## config.mk

```make
export PLATFORM = sky130hd
export DESIGN_NAME = dm_arbiter_flat
export DESIGN_NICKNAME = d
export VERILOG_FILES = /design/src/rtl/dm_arbiter_if.sv /design/src/rtl/dm_arbiter.sv /design/src/flat_wrapper.sv
export SDC_FILE = /design/constraint.sdc
export NUM_CORES = 1
export LEC_CHECK = 0
export BUFFER_PORTS_ARGS = -buffer_cell sky130_fd_sc_hd__buf_2
export CAP_MARGIN = 20
export CORE_ASPECT_RATIO = 1.5
export CORE_MARGIN = 2
export CORE_UTILIZATION = 40
export DETAILED_ROUTE_END_ITERATION = 10
export PLACE_DENSITY = 0.73
export RECOVER_POWER = 50
export SETUP_SLACK_MARGIN = 0.3
export SYNTH_ARGS = -nofsm -noshare
export SYNTH_HDL_FRONTEND = slang
export SYNTH_SLANG_ARGS = --single-unit
```

## constraint.sdc

```tcl
create_clock -name clk -period 1.7 [get_ports clk]
set_input_delay 0.17 -clock clk [delete_from_list [all_inputs] [get_ports clk]]
set_output_delay 0.17 -clock clk [all_outputs]
set_load 0.01 [all_outputs]
```

## src/rtl/dm_arbiter_if.sv

```systemverilog
// Bundle of the two requester ports and the dm bus around dm_arbiter.
// The master side is the requesters plus memory; the slave side is the arbiter.
interface dm_arbiter_if #(
    parameter int AW = 16,
    parameter int DW = 32
);
    logic          req0;
    logic          req1;
    logic          we0;
    logic          we1;
    logic [AW-1:0] addr0;
    logic [AW-1:0] addr1;
    logic [DW-1:0] wdata0;
    logic [DW-1:0] wdata1;
    logic          gnt0;
    logic          gnt1;
    logic          done0;
    logic          done1;
    logic [DW-1:0] rdata;
    logic          busy;
    logic [AW-1:0] dm_addr;
    logic [DW-1:0] dm_wdata;
    logic          dm_we;
    logic [DW-1:0] dm_rdata;

    modport master (
        output req0, req1, we0, we1, addr0, addr1, wdata0, wdata1, dm_rdata,
        input  gnt0, gnt1, done0, done1, rdata, busy, dm_addr, dm_wdata, dm_we
    );

    modport slave (
        input  req0, req1, we0, we1, addr0, addr1, wdata0, wdata1, dm_rdata,
        output gnt0, gnt1, done0, done1, rdata, busy, dm_addr, dm_wdata, dm_we
    );
endinterface

```

## src/rtl/dm_arbiter.sv

```systemverilog
// Round-robin arbiter and three-step access sequencer sharing the single-port
// data memory between the core (port 0) and the loader/debug port (port 1).
//
//   state     | meaning
//   ----------+-------------------------------------------------------------
//   ST_IDLE   | sample requests, latch the winner's payload
//   ST_ACCESS | winner's gnt high, latched access driven onto dm
//   ST_RESP   | winner's done high, rdata valid for reads
module dm_arbiter #(
    parameter int AW = 16,
    parameter int DW = 32
) (
    input  logic         clk,
    input  logic         rst_f,
    dm_arbiter_if.slave  bus
);
    localparam logic [1:0] ST_IDLE   = 2'd0;
    localparam logic [1:0] ST_ACCESS = 2'd1;
    localparam logic [1:0] ST_RESP   = 2'd2;

    logic [1:0]    state_q, state_d;
    logic          last_q, last_d;
    logic          sel_q, sel_d;
    logic          we_q, we_d;
    logic [AW-1:0] addr_q, addr_d;
    logic [DW-1:0] wdata_q, wdata_d;
    logic [DW-1:0] rdata_q, rdata_d;
    logic          busy_q, busy_d;
    logic          win;

    always_comb begin
        state_d = state_q;
        last_d  = last_q;
        sel_d   = sel_q;
        we_d    = we_q;
        addr_d  = addr_q;
        wdata_d = wdata_q;
        rdata_d = rdata_q;
        // On a tie the port that did not win last time gets the bus.
        win     = (bus.req0 && bus.req1) ? ~last_q : bus.req1;

        case (state_q)
            ST_IDLE: begin
                if (bus.req0 || bus.req1) begin
                    state_d = ST_ACCESS;
                    sel_d   = win;
                    last_d  = win;
                    we_d    = win ? bus.we1    : bus.we0;
                    addr_d  = win ? bus.addr1  : bus.addr0;
                    wdata_d = win ? bus.wdata1 : bus.wdata0;
                end
            end
            ST_ACCESS: begin
                if (!we_q) begin
                    rdata_d = bus.dm_rdata;
                end
                state_d = ST_RESP;
            end
            ST_RESP: begin
                state_d = ST_IDLE;
            end
            default: begin
                state_d = ST_IDLE;
            end
        endcase

        busy_d = (state_d == ST_ACCESS) || (state_d == ST_RESP);
    end

    always_ff @(posedge clk or negedge rst_f) begin
        if (!rst_f) begin
            state_q <= ST_IDLE;
            last_q  <= 1'b1;
            sel_q   <= 1'b0;
            we_q    <= 1'b0;
            addr_q  <= '0;
            wdata_q <= '0;
            rdata_q <= '0;
            busy_q  <= 1'b0;
        end else begin
            state_q <= state_d;
            last_q  <= last_d;
            sel_q   <= sel_d;
            we_q    <= we_d;
            addr_q  <= addr_d;
            wdata_q <= wdata_d;
            rdata_q <= rdata_d;
            busy_q  <= busy_d;
        end
    end

    // dm address/data always come from the latched payload, so requester
    // changes after sampling never reach the memory.
    assign bus.gnt0     = (state_q == ST_ACCESS) && !sel_q;
    assign bus.gnt1     = (state_q == ST_ACCESS) &&  sel_q;
    assign bus.done0    = (state_q == ST_RESP)   && !sel_q;
    assign bus.done1    = (state_q == ST_RESP)   &&  sel_q;
    assign bus.dm_we    = (state_q == ST_ACCESS) &&  we_q;
    assign bus.dm_addr  = addr_q;
    assign bus.dm_wdata = wdata_q;
    assign bus.rdata    = rdata_q;
    assign bus.busy     = busy_q;
endmodule
```

## src/flat_wrapper.sv

```systemverilog
// flat-port wrapper written by rule: the top's interface ports become plain ports
module dm_arbiter_flat 
#(
    parameter int AW = 16,
    parameter int DW = 32
)
  (clk, rst_f, bus_req0, bus_req1, bus_we0, bus_we1, bus_addr0, bus_addr1, bus_wdata0, bus_wdata1, bus_dm_rdata, bus_gnt0, bus_gnt1, bus_done0, bus_done1, bus_rdata, bus_busy, bus_dm_addr, bus_dm_wdata, bus_dm_we);
  dm_arbiter_if #(.AW(AW), .DW(DW)) bus_i ();
  input  logic clk;
  input  logic rst_f;
  input wire logic [$bits(bus_i.req0)-1:0] bus_req0;
  input wire logic [$bits(bus_i.req1)-1:0] bus_req1;
  input wire logic [$bits(bus_i.we0)-1:0] bus_we0;
  input wire logic [$bits(bus_i.we1)-1:0] bus_we1;
  input wire logic [$bits(bus_i.addr0)-1:0] bus_addr0;
  input wire logic [$bits(bus_i.addr1)-1:0] bus_addr1;
  input wire logic [$bits(bus_i.wdata0)-1:0] bus_wdata0;
  input wire logic [$bits(bus_i.wdata1)-1:0] bus_wdata1;
  input wire logic [$bits(bus_i.dm_rdata)-1:0] bus_dm_rdata;
  output wire logic [$bits(bus_i.gnt0)-1:0] bus_gnt0;
  output wire logic [$bits(bus_i.gnt1)-1:0] bus_gnt1;
  output wire logic [$bits(bus_i.done0)-1:0] bus_done0;
  output wire logic [$bits(bus_i.done1)-1:0] bus_done1;
  output wire logic [$bits(bus_i.rdata)-1:0] bus_rdata;
  output wire logic [$bits(bus_i.busy)-1:0] bus_busy;
  output wire logic [$bits(bus_i.dm_addr)-1:0] bus_dm_addr;
  output wire logic [$bits(bus_i.dm_wdata)-1:0] bus_dm_wdata;
  output wire logic [$bits(bus_i.dm_we)-1:0] bus_dm_we;
  assign bus_i.req0 = bus_req0;
  assign bus_i.req1 = bus_req1;
  assign bus_i.we0 = bus_we0;
  assign bus_i.we1 = bus_we1;
  assign bus_i.addr0 = bus_addr0;
  assign bus_i.addr1 = bus_addr1;
  assign bus_i.wdata0 = bus_wdata0;
  assign bus_i.wdata1 = bus_wdata1;
  assign bus_i.dm_rdata = bus_dm_rdata;
  assign bus_gnt0 = bus_i.gnt0;
  assign bus_gnt1 = bus_i.gnt1;
  assign bus_done0 = bus_i.done0;
  assign bus_done1 = bus_i.done1;
  assign bus_rdata = bus_i.rdata;
  assign bus_busy = bus_i.busy;
  assign bus_dm_addr = bus_i.dm_addr;
  assign bus_dm_wdata = bus_i.dm_wdata;
  assign bus_dm_we = bus_i.dm_we;
  dm_arbiter #(.AW(AW), .DW(DW)) u_core (.clk(clk), .rst_f(rst_f), .bus(bus_i));
endmodule
```

* After elaboration in Yosys (flattened, before gate mapping)
Index checks and enable logic that the tools add are counted.
** Storage, ports and cells
- Register bits :: 86
- Input port bits :: 134
- Output and inout port bits :: 86
- Logic and storage cells :: 32
** Cells by class
- Equal/unequal tests :: 4
- Mux-type cells :: 6
- Bitwise logic cells :: 2
- Reduce and logical (&&, ||, !) cells :: 12
** Operators by type and width (count)
- $mux W32 :: 1
- $mux W16 :: 1
- $logic_and A1 B1 Y1 :: 6
- $eq A2 B1 Y1 const B :: 2
- $eq A2 B2 Y1 const B :: 2
- $pmux W2 S2 :: 1
- $reduce_and A2 Y1 :: 2
- $logic_not A2 Y1 :: 1
- $logic_or A1 B1 Y1 :: 2
- $mux W1 :: 2
- $mux W2 :: 1
- $not A1 Y1 :: 2
- $logic_not A1 Y1 :: 1

* Logic depth before layout (Yosys ltp)
Gate-level depths: netlist (run 1).
- Word-level depth :: 5
- Gate-level depth with buffers :: 5
- Depth with buffers taken out :: 4

* Least setup slack after synthesis (run 1)
No wires, ideal clock.
- Path kind :: register -> register
- Start :: register u_core.last_q
- End :: register u_core.wdata_q[22] (netlist: u_core.bus.dm_wdata[22])
- Library setup time :: 125 ps
- Data arrival time :: 1448 ps
- Required time :: 1575 ps
- Path slack :: 128 ps
- Stages on the path, launching flop included :: 6
- Path buffers :: 2
- Clock period less this slack :: 1572 ps
- Cell sequence :: dfstp_2 > a21bo_2 > buf_6 > buf_6 > mux2_4 > mux2_2
** Between the ends
- Longest elaborated chain between the ends :: 3
** Ends and longest elaborated chain
- start: declaration :: line dm_arbiter.sv:22 : logic last_q, last_d;
- start signal: assignment :: line dm_arbiter.sv:82 : last_q <= last_d;
- $not A1 Y1 :: line dm_arbiter.sv:40 : win = (bus.req0 && bus.req1) ? ~last_q : bus.req1;
- $mux W1 :: line dm_arbiter.sv:40
- $mux W32 :: line dm_arbiter.sv:50 : wdata_d = win ? bus.wdata1 : bus.wdata0;
- end signal: assignment :: line dm_arbiter.sv:86 : wdata_q <= wdata_d;
- end: declaration :: line dm_arbiter.sv:26 : logic [DW-1:0] wdata_q, wdata_d;
No other way between the ends.
A chain may end at the register's enable or synchronous reset.

* Worst setup path in the final report (run 1)
- Start :: register u_core.last_q
- End :: register u_core.wdata_q[15] (netlist: u_core.bus.dm_wdata[15])
Same word-level chain as after synthesis.

==> results of run 1 <==
[sequential cells by signal, summed over array words and instances (netlist names)]
name and count:
u_core.sel_q 1, u_core.state_q 2, u_core.last_q 1, u_core.bus.busy 1, u_core.bus.rdata 32, u_core.bus.dm_wdata 32
u_core.we_q 1, u_core.bus.dm_addr 16
[worst max path at each step]
stage                                    to  slack [ns]  cells past startpoint     startpoint
global placement     u_core.bus.dm_wdata[2]        0.06                      4  u_core.last_q
floorplan           u_core.bus.dm_wdata[22]        0.13                      5  u_core.last_q
CTS                 u_core.bus.dm_wdata[21]        0.03                      5  u_core.last_q
finish              u_core.bus.dm_wdata[15]        0.03                      5  u_core.last_q
global route        u_core.bus.dm_wdata[12]       -0.01                      5  u_core.last_q
detailed placement  u_core.bus.dm_wdata[21]        0.01                      4  u_core.last_q
[metrics by stage]
stage	TNS [ns]	std cells	cell area, sq um
6_report	0	608	6056
5_1_grt	-0.02155	608	6056
4_1_cts	0	605	5786
3_5_place_dp	0	574	5126
3_3_place_gp	0	574	5126
2_1_floorplan	0	247	3865
[layout by cell type (no fill, tap or decap)]
| cell | synthesis | final |
|---|---|---|
| clkbuf_2 | 0 | 2 |
| buf_2 | 8 | 177 |
| o21ai_1 | 0 | 1 |
| clkinv_4 | 0 | 2 |
| nor3b_2 | 0 | 1 |
| clkbuf_8 | 0 | 1 |
| nand2_1 | 1 | 1 |
| a21o_1 | 1 | 1 |
| dlygate4sd3_1 | 0 | 1 |
| mux2_4 | 9 | 89 |
| nor2_1 | 3 | 1 |
| clkbuf_1 | 0 | 39 |
| buf_16 | 0 | 5 |
| and2_4 | 0 | 2 |
| bufinv_16 | 0 | 2 |
| mux2_2 | 119 | 41 |
| nor2_4 | 0 | 1 |
| a31oi_1 | 1 | 1 |
| dfrtp_1 | 85 | 85 |
| clkbuf_16 | 0 | 10 |
| bufbuf_16 | 0 | 1 |
| and3b_1 | 1 | 1 |
| clkinv_2 | 0 | 1 |
| a21bo_4 | 0 | 1 |
| nand2b_4 | 0 | 1 |
| dfstp_2 | 1 | 1 |
| buf_4 | 0 | 7 |
| nor2_2 | 0 | 1 |
| a21oi_1 | 1 | 1 |
| buf_6 | 6 | 10 |
| inv_2 | 0 | 2 |
| buf_12 | 0 | 5 |
| nor3_1 | 1 | 1 |
[report_power, final]
group | leakage [nW] | internal (mW) | switching (mW)
combinational | 1.92 | 3.34 | 2.30
sequential | 1.01 | 3.13 | 0.604
clock | 0.160 | 1.33 | 0.775
total | 3.09 | 7.80 | 3.68
[final cells by class]
cell class	instances	share of cell area [%]
Sequential cell	86	35.56
Multi-Input combinational cell	145	31.71
Timing Repair Buffer	247	24.92
Clock buffer	11	4.008
Tap cell	112	2.314
Clock inverter	5	1.364
Inverter	2	0.1240
[cell families after synthesis]
| family | after synthesis | share of synthesized area [%] |
|---|---|---|
| AO/OA/AOI/OAI | 5 | 0.8763 |
| buffers and inverters | 16 | 2.986 |
| flip-flops | 86 | 55.86 |
| multiplexers | 130 | 38.85 |
| AND/OR/NAND/NOR | 10 | 1.428 |
[worst max-delay path, delay by kind of cell (launching register included)]
family	cells	cell delay [ns]
muxes	2	0.57
buffers and inverters	2	0.26
DFF	1	0.54
AOI/OAI and AO/OA	1	0.19
[metal layers]
metal	routed length [um]	share of wire, %
met2	5980	55
met5	0	0
met3	673	6.2
met1	4063	37
met4	146	1.3
[timing repair]
item,in CTS,in global routing
pin swaps,2,3
gates resized for setup,27,79
hold buffers,1,0
gates cloned,6,1
buffers inserted,8,2
setup endpoints to repair,83,86
hold endpoints to repair,26,0
==> key figures, run 1 <==
Setup path
  – CP arrival: ~1.9 ns
  – Max stage delay on crit path: about 0.54 ns
  – CP cell instances: a21bo_4 -> buf_12 -> buf_16 -> mux2_4 -> mux2_4
  – Most used cell, CP: mux2_4
  – R2R depth: 5
  – Critical path required time: about 1.9 ns
  – Crit-path slowest cell: dfstp_2
  – CP Class: reg2reg
  – Worst setup EP type: flop
  – R2R Path Start: u_core.last_q
  – Critical path peak fanout: 8
  – R2R setup slack: 0.03 ns
  – CP startpoint kind: flop
  – Worst reg2reg endpoint: u_core.bus.dm_wdata[15]

Hold path
  – Min-Delay Endpoint: u_core.last_q
  – WHS Path Cells: 2
  – Hold Crit Class: in2reg
  – Hold Crit Start: bus_req0

Synth
  – Most common cell in the synthesized netlist: mux2_2
  – Post-synth top area share: 55.18%
  – Syn Std Cell Area: about 3900 sq um
  – Top cells by area, synth: dfrtp_1 55%, mux2_2 35%, mux2_4 3.5%
  – Area leader, netlist: dfrtp_1
  – Synthesized net count: 381
  – Synth async-reset ratio: 100.0%
  – Post-synth EDFFs: 0
  – Register area share after synthesis: between 50% and 60%
  – Netlist cell types: 21
  – Mapped Avg Cell Area: around 16 sq um
  – Prevailing post-synth register cell: dfrtp_1
  – Seq cells post-synth: 86
  – Post-Syn Instances: approximately 250
  – Most common library cells after synthesis: 119 x mux2_2, 85 x dfrtp_1, 9 x mux2_4, 8 x buf_2, 6 x buf_6
  – Synth warn: 0

Detailed routing
  – Router iterations before antenna repair: 4
  – DRT iter0 DRCs: 99
  – Detail Route Antenna Nets: 0
  – Total Wirelength: around 11000 um
  – Per-cell routed wire length: around 18 um
  – Vias per cell: about 5
  – Vias: between 2000 and 3000
  – DR DRC count: 0

GRT
  – Overall routing resource usage: about 19%
  – Met1 Use GR: approximately a fifth
  – Number of global-route vias before repair: 3230
  – Met2 usage: about 36%
  – Met3 Resource Use GR: 5.109%
  – Congestion Overflow GR: 0
  – Busiest grt layer: met2
  – First-pass GRT wire length: ~16000 um
  – Initial antenna violation count: 0
  – Pin count of the biggest net entering global routing: 43

Clocking
  – CTS clk-pin slew, worst paths: roughly 0.060 ns
  – CTS Buffer Depth: 2
  – Number of clock sinks: between 80 and 90
  – Cts bufs inserted: 9
  – Clock Latency Late Sink: 0.33 ns
  – H-tree level count: 3
  – TritonCTS clock tree: done
  – CTS root buf: clkbuf_16

Timing
  – Skew final: 0.007360 ns
  – Pins Over Slew Limit: 0
  – Worst slew pin tran: 0.6843 ns
  – Hold Worst Slack: 0.05261 ns
  – Final Hold Vio Count: 0
  – Fmax: around 600 MHz
  – # setup viols final: 0
  – Final min period: approximately 1.7 ns
  – PnR worst setup slack: 0.02965 ns
  – Final period utilization: around 98%
  – Worst relative slew slack: ~54%
  – RSZ-0062 raised after global routing: true

Placed design
  – # port buffers: approximately 220
  – RePlAce Congestion: 0.7618
  – Pre-CTS setup slack: roughly 0.0099 ns
  – Final HPWL DP: 6896 um

Final layout
  – Layout cells sized above 1: 73.19%
  – Synth-to-Final Area Change: 57.09%
  – Finished Core Util: ~65%
  – Fillers: just over 700
  – Fin nets: around 630
  – Sequential cell area: ~2200 sq um
  – ANT cells: 0
  – Multi-input logic area: ~1900 sq um

Power and ir drop
  – VDD IR max: 1.133 mV
  – Overall power: approximately 11 mW
  – PwrDens: about 1900 nW/um^2
  – Leak: ~3.1 nW

Floorplan
  – I/O pins: 220
  – Die Ht: ~120 um
  – Chip Width: between 80 and 90 um
  – Core region area: ~9300 sq um
  – DIE AREA: approximately 10000 sq um
  – Initial Util: roughly 41%
  – # rows: 43

Status
  – Outcome: complete, no violations

Flow run
  – Max-cap violations: 0
(Power assumes the default switching activity.)
==> run 2, diff against run 1 <==
--- a/config.mk
+++ b/config.mk
@@ -5,13 +5,13 @@
 export SDC_FILE = /design/constraint.sdc
 export NUM_CORES = 1
 export LEC_CHECK = 0
-export BUFFER_PORTS_ARGS = -buffer_cell sky130_fd_sc_hd__buf_2
 export CAP_MARGIN = 20
 export CORE_ASPECT_RATIO = 1.5
 export CORE_MARGIN = 2
-export CORE_UTILIZATION = 40
+export CORE_UTILIZATION = 57
 export DETAILED_ROUTE_END_ITERATION = 10
-export PLACE_DENSITY = 0.73
+export DONT_BUFFER_PORTS = 1
+export PLACE_DENSITY = 0.71
 export RECOVER_POWER = 50
 export SETUP_SLACK_MARGIN = 0.3
 export SYNTH_ARGS = -nofsm -noshare
==> key figures, run 2 (same netlist as run 1, synthesis figures left out) <==
Timing
  – Post-route setup TNS: 0 ns
  – Final min period: between 1.5 and 2 ns
  – Worst slew pin tran: 0.2716 ns
  – Final period utilization: a little over nine tenths
  – Fmax: between 600 and 700 MHz
  – RSZ-0062 raised after global routing: true
  – # setup viols final: 0
  – Hold Worst Slack: -0.4891 ns
  – Worst relative slew slack: between 80 and 90%
  – Pins Over Slew Limit: 0
  – Skew final: roughly 0.013 ns
  – Final Hold Vio Count: 87

Floorplan
  – I/O pins: 220
  – Initial Util: 59.02%
  – Core region area: ~6500 sq um
  – Die Ht: roughly 100 um
  – # rows: 36
  – Chip Width: about 71 um
  – DIE AREA: 7450 sq um

Hold path
  – Hold Crit Class: in2async

Clocking
  – CTS root buf: clkbuf_8
  – H-tree level count: 3
  – Cts bufs inserted: 9
  – Number of clock sinks: 86
  – Cts hold-fix bufs: 34
  – Clock Latency Late Sink: roughly 0.35 ns
  – CTS Buffer Depth: 2
  – TritonCTS clock tree: done
  – CTS clk-pin slew, worst paths: around 0.080 ns

Setup path
  – Crit-path slowest cell: dfstp_2
  – Max stage delay on crit path: between 0.5 and 0.6 ns
  – CP Class: reg2reg
  – Critical path peak fanout: 8
  – Worst path bufs/invs: 2
  – CP startpoint kind: flop
  – Worst setup EP type: flop
  – Top delay family on crit path: multiplexers
  – Most used cell, CP: mux2_4
  – Critical path required time: 1.93 ns
  – CP arrival: 1.90 ns
  – CP cell instances: a21bo_4 -> buf_12 -> buf_16 -> mux2_4 -> mux2_4

Final layout
  – ANT cells: 0
  – Most common cell after layout, fill and taps aside: mux2_4
  – Most frequent cells in the layout: 123 x mux2_4, 85 x dfrtp_1, 34 x dlygate4sd3_1, 10 x clkbuf_8
  – Fin nets: 431
  – Layout cells sized above 1: 58.14%
  – Synth-to-Final Area Change: 35.22%

GRT
  – Congestion Overflow GR: 0
  – Overall routing resource usage: between 20% and 30%
  – First-pass GRT wire length: around 12000 um
  – Number of global-route vias before repair: approximately 2400
  – Pin count of the biggest net entering global routing: 87
  – Initial antenna violation count: 0

Detailed routing
  – Detail Route Antenna Nets: 0
  – Vias per cell: 5.899
  – DRT iter0 DRCs: between 100 and 150
  – Router iterations before antenna repair: 4
  – DR DRC count: 0
  – Vias: 2224
  – Per-cell routed wire length: 25.56 um
  – Total Wirelength: 9636 um

Placed design
  – RePlAce Congestion: ~0.75
  – # port buffers: 0
  – Final HPWL DP: between 5000 and 6000 um

Power and ir drop
  – Overall power: 10.01 mW
  – Leak: 2.488 nW
  – PwrDens: around 1900 nW/um^2
  – VDD IR max: roughly 1.2 mV

Status
  – Outcome: complete, but fails checks
  – Violated checks: hold timing

Flow run
  – Max-cap violations: 0
-- run 2: path summary, 6_finish.rpt --
path                                         startpoint                 endpoint  slack (ns)  cells after the start
worst max register to register            u_core.last_q  u_core.bus.dm_wdata[22]        0.03                      5
worst max-delay path                      u_core.last_q  u_core.bus.dm_wdata[22]        0.03                      5
worst min register to register  u_core.bus.dm_wdata[13]  u_core.bus.dm_wdata[13]        0.58                      1
min in group clk                               bus_req0          u_core.bus.busy       -0.02                      2
max in group asynchronous                         rst_f            u_core.last_q        1.99                      0
worst min-delay path                              rst_f  u_core.bus.dm_wdata[12]       -0.49                      0
-- run 2: layout make-up --
type | instances | area [sq um]
Sequential cell | 86 | 2153
Inverter | 2 | 20.02
Timing Repair Buffer | 53 | 688.2
Clock inverter | 5 | 60.06
Fill cell | 347 | 1319
Clock buffer | 10 | 137.6
Tap cell | 76 | 95.09
Multi-Input combinational cell | 145 | 2058
-- run 2: timing repair --
item / in CTS / in global routing
pin swaps: 0 / 3
cloned: 4 / 2
endpoints found under the setup margin: 85 / 85
resized for setup: 16 / 124
setup buffers: 4 / 3
hold endpoints to repair: 119 / 87
-- run 2: power by group --
group / internal (mW) / switching, mW
Combinational: 2.77 / 1.33
Sequential: 3.13 / 1.35
Clock: 0.714 / 0.713
-- run 2: through the flow --
stage	util, %	setup WS (ns)	std cells	cell area, sq um	hold slack, ns
2_1_floorplan	-	0.1277	247	3865	-0.1256
3_3_place_gp	60.52	0.04482	315	3953	-0.1240
3_5_place_dp	60.52	0.01606	315	3953	-0.1240
4_1_cts	71.82	0.04605	372	4691	-0.5110
5_1_grt	79.81	-0.01082	377	5213	-0.5107
6_report	79.81	0.03490	377	5213	-0.4891
-- run 2: routing by layer --
layer  GRT usage (%)  up-vias  share of wire (%)
met5               0        -                  0
met4           10.51        0                1.9
met3           6.943       15                8.7
met2           36.64      131                 53
met1           24.24     1103                 37
li1                -      975                  -
